### config.mk
export PLATFORM = sky130hd
export DESIGN_NAME = period_meter
export DESIGN_NICKNAME = d
export VERILOG_FILES = /design/src/rtl/period_meter_pkg.sv /design/src/rtl/period_meter_edge_sync.sv /design/src/rtl/period_meter.sv
export SDC_FILE = /design/constraint.sdc
export NUM_CORES = 1
export LEC_CHECK = 0
export ABC_CLOCK_PERIOD_IN_PS = 6300
export CORE_AREA = 2 2 111 113
export CTS_CLUSTER_SIZE = 8
export DETAILED_ROUTE_END_ITERATION = 6
export DIE_AREA = 0 0 113 115
export GPL_TIMING_DRIVEN = 0
export PLACE_DENSITY = 0.72
export SLEW_MARGIN = 20
export SYNTH_ARGS = -nofsm -noshare
export SYNTH_HDL_FRONTEND = slang
export SYNTH_SLANG_ARGS = --single-unit
### constraint.sdc
create_clock -name fsys -period 6.3 [get_ports fsys]
set_clock_uncertainty 0.05 [all_clocks]
set_input_delay 0.945 -clock fsys [delete_from_list [all_inputs] [get_ports fsys]]
set_output_delay 0.945 -clock fsys [all_outputs]
set_load 0.1 [all_outputs]
### src/rtl/period_meter_pkg.sv
// Shared definitions for the period meter: FSM state encoding and counter saturation limit.
package period_meter_pkg;

  localparam int unsigned MIN_CNT_W       = 4;
  localparam int unsigned MIN_SYNC_STAGES = 2;

  typedef enum logic [1:0] {
    IDLE    = 2'd0,
    ARMED   = 2'd1,
    TIMEOUT = 2'd2
  } pm_state_t;

  // Largest count held before timing out (2^w - 2), so cnt + 1 never wraps.
  function automatic logic [63:0] sat_count(input int unsigned w);
    logic [64:0] pow2;
    pow2 = 65'(1) << w;
    return 64'(pow2 - 65'd2);
  endfunction

endpackage

### src/rtl/period_meter_edge_sync.sv
// Synchronizes an asynchronous input and emits registered single-cycle rise/fall strobes.
module edge_sync #(
  parameter int unsigned SYNC_STAGES = 2
) (
  input  logic fsys,
  input  logic pm_rst,
  input  logic din,
  output logic rise,
  output logic fall
);

  logic [SYNC_STAGES-1:0] sync_q;
  logic [SYNC_STAGES-1:0] fill_q;
  logic                   prev_q;
  logic                   seen_low_q;

  // A rise is only honoured once a genuine low has passed through the chain,
  // so an input already high at reset release is not mistaken for an edge.
  always_ff @(posedge fsys) begin
    if (pm_rst) begin
      sync_q     <= '0;
      fill_q     <= '0;
      prev_q     <= 1'b0;
      seen_low_q <= 1'b0;
      rise       <= 1'b0;
      fall       <= 1'b0;
    end else begin
      sync_q <= {sync_q[SYNC_STAGES-2:0], din};
      fill_q <= {fill_q[SYNC_STAGES-2:0], 1'b1};
      prev_q <= sync_q[SYNC_STAGES-1];
      if (fill_q[SYNC_STAGES-1] && !sync_q[SYNC_STAGES-1]) begin
        seen_low_q <= 1'b1;
      end
      rise <= sync_q[SYNC_STAGES-1] & ~prev_q & seen_low_q;
      fall <= ~sync_q[SYNC_STAGES-1] & prev_q;
    end
  end

endmodule

### src/rtl/period_meter.sv
// Measures period and high time of an asynchronous input in fsys cycles,
// presenting results through a valid/ready handshake with sticky timeout/overrun flags.
module period_meter
  import period_meter_pkg::*;
#(
  parameter int unsigned CNT_W       = 32,
  parameter int unsigned SYNC_STAGES = 2
) (
  input  logic             fsys,
  input  logic             pm_rst,
  input  logic             pm_in,
  input  logic             pm_ready,
  output logic [CNT_W-1:0] pm_period,
  output logic [CNT_W-1:0] pm_high,
  output logic             pm_valid,
  output logic             pm_timeout,
  output logic             pm_overrun
);

  localparam logic [CNT_W-1:0] CNT_SAT = CNT_W'(sat_count(CNT_W));

  if (CNT_W < MIN_CNT_W) begin : g_cnt_w_chk
    $error("period_meter: CNT_W below minimum");
  end
  if (SYNC_STAGES < MIN_SYNC_STAGES) begin : g_sync_chk
    $error("period_meter: SYNC_STAGES below minimum");
  end

  logic             rise;
  logic             fall;
  pm_state_t        state;
  logic [CNT_W-1:0] cnt;
  logic [CNT_W-1:0] high_cap;
  logic             high_seen;

  logic [CNT_W-1:0] cnt_inc_c;
  logic [CNT_W-1:0] meas_high_c;
  logic             accept_c;

  edge_sync #(
    .SYNC_STAGES(SYNC_STAGES)
  ) u_edge_sync (
    .fsys  (fsys),
    .pm_rst(pm_rst),
    .din   (pm_in),
    .rise  (rise),
    .fall  (fall)
  );

  // A period with no captured fall reports the whole period as high time.
  assign cnt_inc_c   = cnt + CNT_W'(1);
  assign meas_high_c = high_seen ? high_cap : cnt_inc_c;
  assign accept_c    = !pm_valid || pm_ready;

  always_ff @(posedge fsys) begin
    if (pm_rst) begin
      state      <= IDLE;
      cnt        <= '0;
      high_cap   <= '0;
      high_seen  <= 1'b0;
      pm_period  <= '0;
      pm_high    <= '0;
      pm_valid   <= 1'b0;
      pm_timeout <= 1'b0;
      pm_overrun <= 1'b0;
    end else begin
      if (pm_valid && pm_ready) begin
        pm_valid <= 1'b0;
      end
      unique case (state)
        IDLE, TIMEOUT: begin
          if (rise) begin
            cnt       <= '0;
            high_seen <= 1'b0;
            state     <= ARMED;
          end
        end
        ARMED: begin
          if (rise) begin
            cnt       <= '0;
            high_seen <= 1'b0;
            if (accept_c) begin
              pm_period <= cnt_inc_c;
              pm_high   <= meas_high_c;
              pm_valid  <= 1'b1;
            end else begin
              pm_overrun <= 1'b1;
            end
          end else begin
            if (fall && !high_seen) begin
              high_cap  <= cnt_inc_c;
              high_seen <= 1'b1;
            end
            // Saturate instead of wrapping; the partial period is abandoned.
            if (cnt == CNT_SAT) begin
              pm_timeout <= 1'b1;
              state      <= TIMEOUT;
            end else begin
              cnt <= cnt_inc_c;
            end
          end
        end
        default: state <= IDLE;
      endcase
    end
  end

endmodule

==> metrics.yaml <==
status: "finished, violations left"
violations: "DRC"
nFillCells: 995
synth_top_area_share_pct: 49.1
worst-path-max-fanout: 2
io_buffers: 70
grt_max_degree: 17
ys_seq_area_share_pct: 49.1
clock_sinks: 142
synth_ff_type: "dfxtp_1"
maxSlewHeadroom_pct: 34.2
ctsHoldBuffers: 0
setup_viol: 0
synthSimpleGateAreaFrac_pct: 19.3
avgSynthCellArea_um2: 9.02
syn_inst: 642
p_switching_mw: 0.399
dp_hpwl_um: 12000
path_buf_inv: 1
num_antenna_cells: 0
tritoncts: "done"
ys_warn_count: 0
ys_top_cells_by_area: "dfxtp_1 49%, a211oi_1 4.1%, a21oi_1 4.1%"
switching_share_pct: 21.7
worstPathArrival_ns: 1.95
root_buffer: "clkbuf_16"
fin_tns_setup_ns: 0
insertion_delay_ns: 0.42
syn_nets: 648
fin_crit_ns: 2.95
finalHoldViolCount: 0
initial_utilization_pct: 49.0
routed_wl_um: 16600
die_h_um: 115
cellLeakagePower_nw: 2.45
grt_pass1_vias: 5059
vias_per_cell: 5.97
cp_top_family: "buffers and inverters"
required_ns: 5.30
rsz0062_at_grt: "no"
p_int_mw: 1.44
synthTopCellsByCount: "142 x dfxtp_1, 61 x nor2_1, 47 x a21oi_1, 42 x nand2_1, 41 x o21ai_0"
vias: 5314
worst_pin_slew_ns: 0.984
rows: 40
cp-start-kind: "flop"
track_usage_pct: 26.3
nets: 737
yosysTopAreaCell: "dfxtp_1"
ys_seq_elements: 142
synth.most_common_cell: "dfxtp_1"
synth-compound-area-share_pct: 22.7
antenna_found_initial: 0
grt_overflow: 0
layout-drive-gt1-share_pct: 7.67
cp-end-kind: "output pin"
postCtsSetupRepairBufs: 0
h-tree-depth: 4
max_stage_delay_ns: 1.16
die-area_um2: 13000
ys_async_sr_fraction_pct: 0
fin_crit_sh_pct: 46.8
cts_buffers: 17
routedWlPerCell_um: 18.6
synth_xor_area_share_pct: 3.78
gp_congestion: 0.923
clockBufferDepth: 2
hold_path_class: "reg -> reg"
yosys.area_share.adder_pct: 0.432
crit_chain: "clkdlybuf4s50_1"
comb_power_share_pct: 1.7
synth_mux_area_share_pct: 0
pwr-share-seq_pct: 49.0
drv_slew: 0
synth-edff-count: 0
core_um2: 11800
area_growth_pct: 24.5
synth_top_family_by_area: "compound AO/OA/AOI/OAI gates"
firstDrtPassIters: 7
fin_hold_ws_ns: 0.397
die_w_um: 113
drtAntennaViolNets: 0
pin_count: 71
path_class: "reg -> out"
clk_pin_slew_ns: 0.06
p_per_area_nw_per_um2: 255
syn_area_um2: 5790
vdd_drop_max_mv: 0.144
post_cts_resized: 0
clkPwrFrac_pct: 49.3
drt_iter0_markers: 367
cpMaxStageDelayCell: "clkdlybuf4s50_1"
power_mw: 1.84
grt_pass1_wl_um: 26400
drc_errors: 6
fin_util_pct: 61.1
ys_types: 50
cap_violations: 0
max_freq_ghz: 0.340
## per-layer routing
metal / GRT usage (%) / routed length (um) / up-vias
li1: - / - / 2539
met1: 33.6 / 7300 / 2552
met4: 10.4 / 364 / 0
met2: 43.3 / 7930 / 191
met5: 0 / 0 / -
met3: 6.17 / 957 / 32
## worst paths after layout
check,start,end,slack [ns],cells past startpoint
hold reg to reg,u_edge_sync.fill_q[0],u_edge_sync.fill_q[1],0.40,1
setup reg to reg,state[0],pm_high[28],3.49,7
setup / recovery,pm_period[15],pm_period[15],3.35,1
hold / removal,u_edge_sync.fill_q[0],u_edge_sync.fill_q[1],0.40,1
## placed cells by master (no fill, tap or decap), types with 4 or more instances in the layout
master           count
nand2_1             42
xor2_1              16
xnor2_1              9
nor2b_1              5
o2bb2ai_1           25
buf_1                5
a211oi_1            32
clkbuf_1            42
clkdlybuf4s50_1     70
a21oi_1             47
and2_1               6
nor4_1               5
o21ai_0             41
a31o_2               5
and4_1               4
a211o_1              9
a311oi_1             4
buf_2               14
or3_1                8
nor2_1              61
o221ai_1            11
nand4_1             19
nor4_2               4
nand3_1             23
dfxtp_1            142
nor3_1              11
nor4b_1              4
clkinv_2             4
and3_1              10
clkbuf_16           17
inv_1                8
## state kept, by name, indices dropped and copies added (netlist names)
name and count:
pm_timeout 1, pm_high 32, u_edge_sync.fall 1, u_edge_sync.sync_q 2, state 2, pm_valid 1, u_edge_sync.prev_q 1, u_edge_sync.seen_low_q 1
pm_period 32, pm_overrun 1, high_cap 32, high_seen 1, u_edge_sync.fill_q 2, cnt 32, u_edge_sync.rise 1
## worst reg2reg max path, cell delays in order, from the launching register on
cell and delay (ns):
dfxtp_1 0.41, nor2b_1 0.42, nand2_1 0.13, nor2_1 0.47, clkbuf_1 0.43, clkbuf_1 0.51, nand4_1 0.19, o221ai_1 0.11
## cells by family (layout without fill, tap and decap cells)
| group | count (synthesis) | count (layout) |
|---|---|---|
| AOI/OAI and AO/OA | 193 | 193 |
| xor gates and xnor gates | 25 | 25 |
| adders and majority gates | 2 | 2 |
| buffers and inverters | 68 | 169 |
| DFF | 142 | 142 |
| and+or+nand+nor | 212 | 212 |
## metrics by stage
| step | area, um2 | worst slack [ns] | instances |
|---|---|---|---|
| floorplan | 5790 | 4.12 | 642 |
| global placement | 6680 | 3.09 | 859 |
| detailed placement | 6680 | 3.08 | 859 |
| CTS | 7210 | 3.35 | 890 |
| global route | 7210 | 3.27 | 890 |
| finish | 7210 | 3.35 | 890 |
## final cells by class
type                    instances  area [um2]  share of cell area [%]
multi-input cells             432        2680                    37.1
clock inverters                 9        62.6                   0.867
clock buffers                  22         474                    6.57
inverters                       8        30.0                   0.416
well taps                     147         184                    2.55
repair buffers                 70         701                    9.71
plain buffers                  60         244                    3.38
flip-flops and latches        142        2840                    39.4
## power by group through the flow
stage | clock network [mW] | registers [mW] | logic [mW]
global route | 0.962 | 0.901 | 0.0328
floorplan | 0 | 0.921 | 0.0182
global placement | 0 | 0.921 | 0.0293
detailed placement | 0 | 0.921 | 0.0300
finish | 0.906 | 0.901 | 0.0305
CTS | 0.916 | 0.901 | 0.0301
Power figures use the tool's default switching activity.
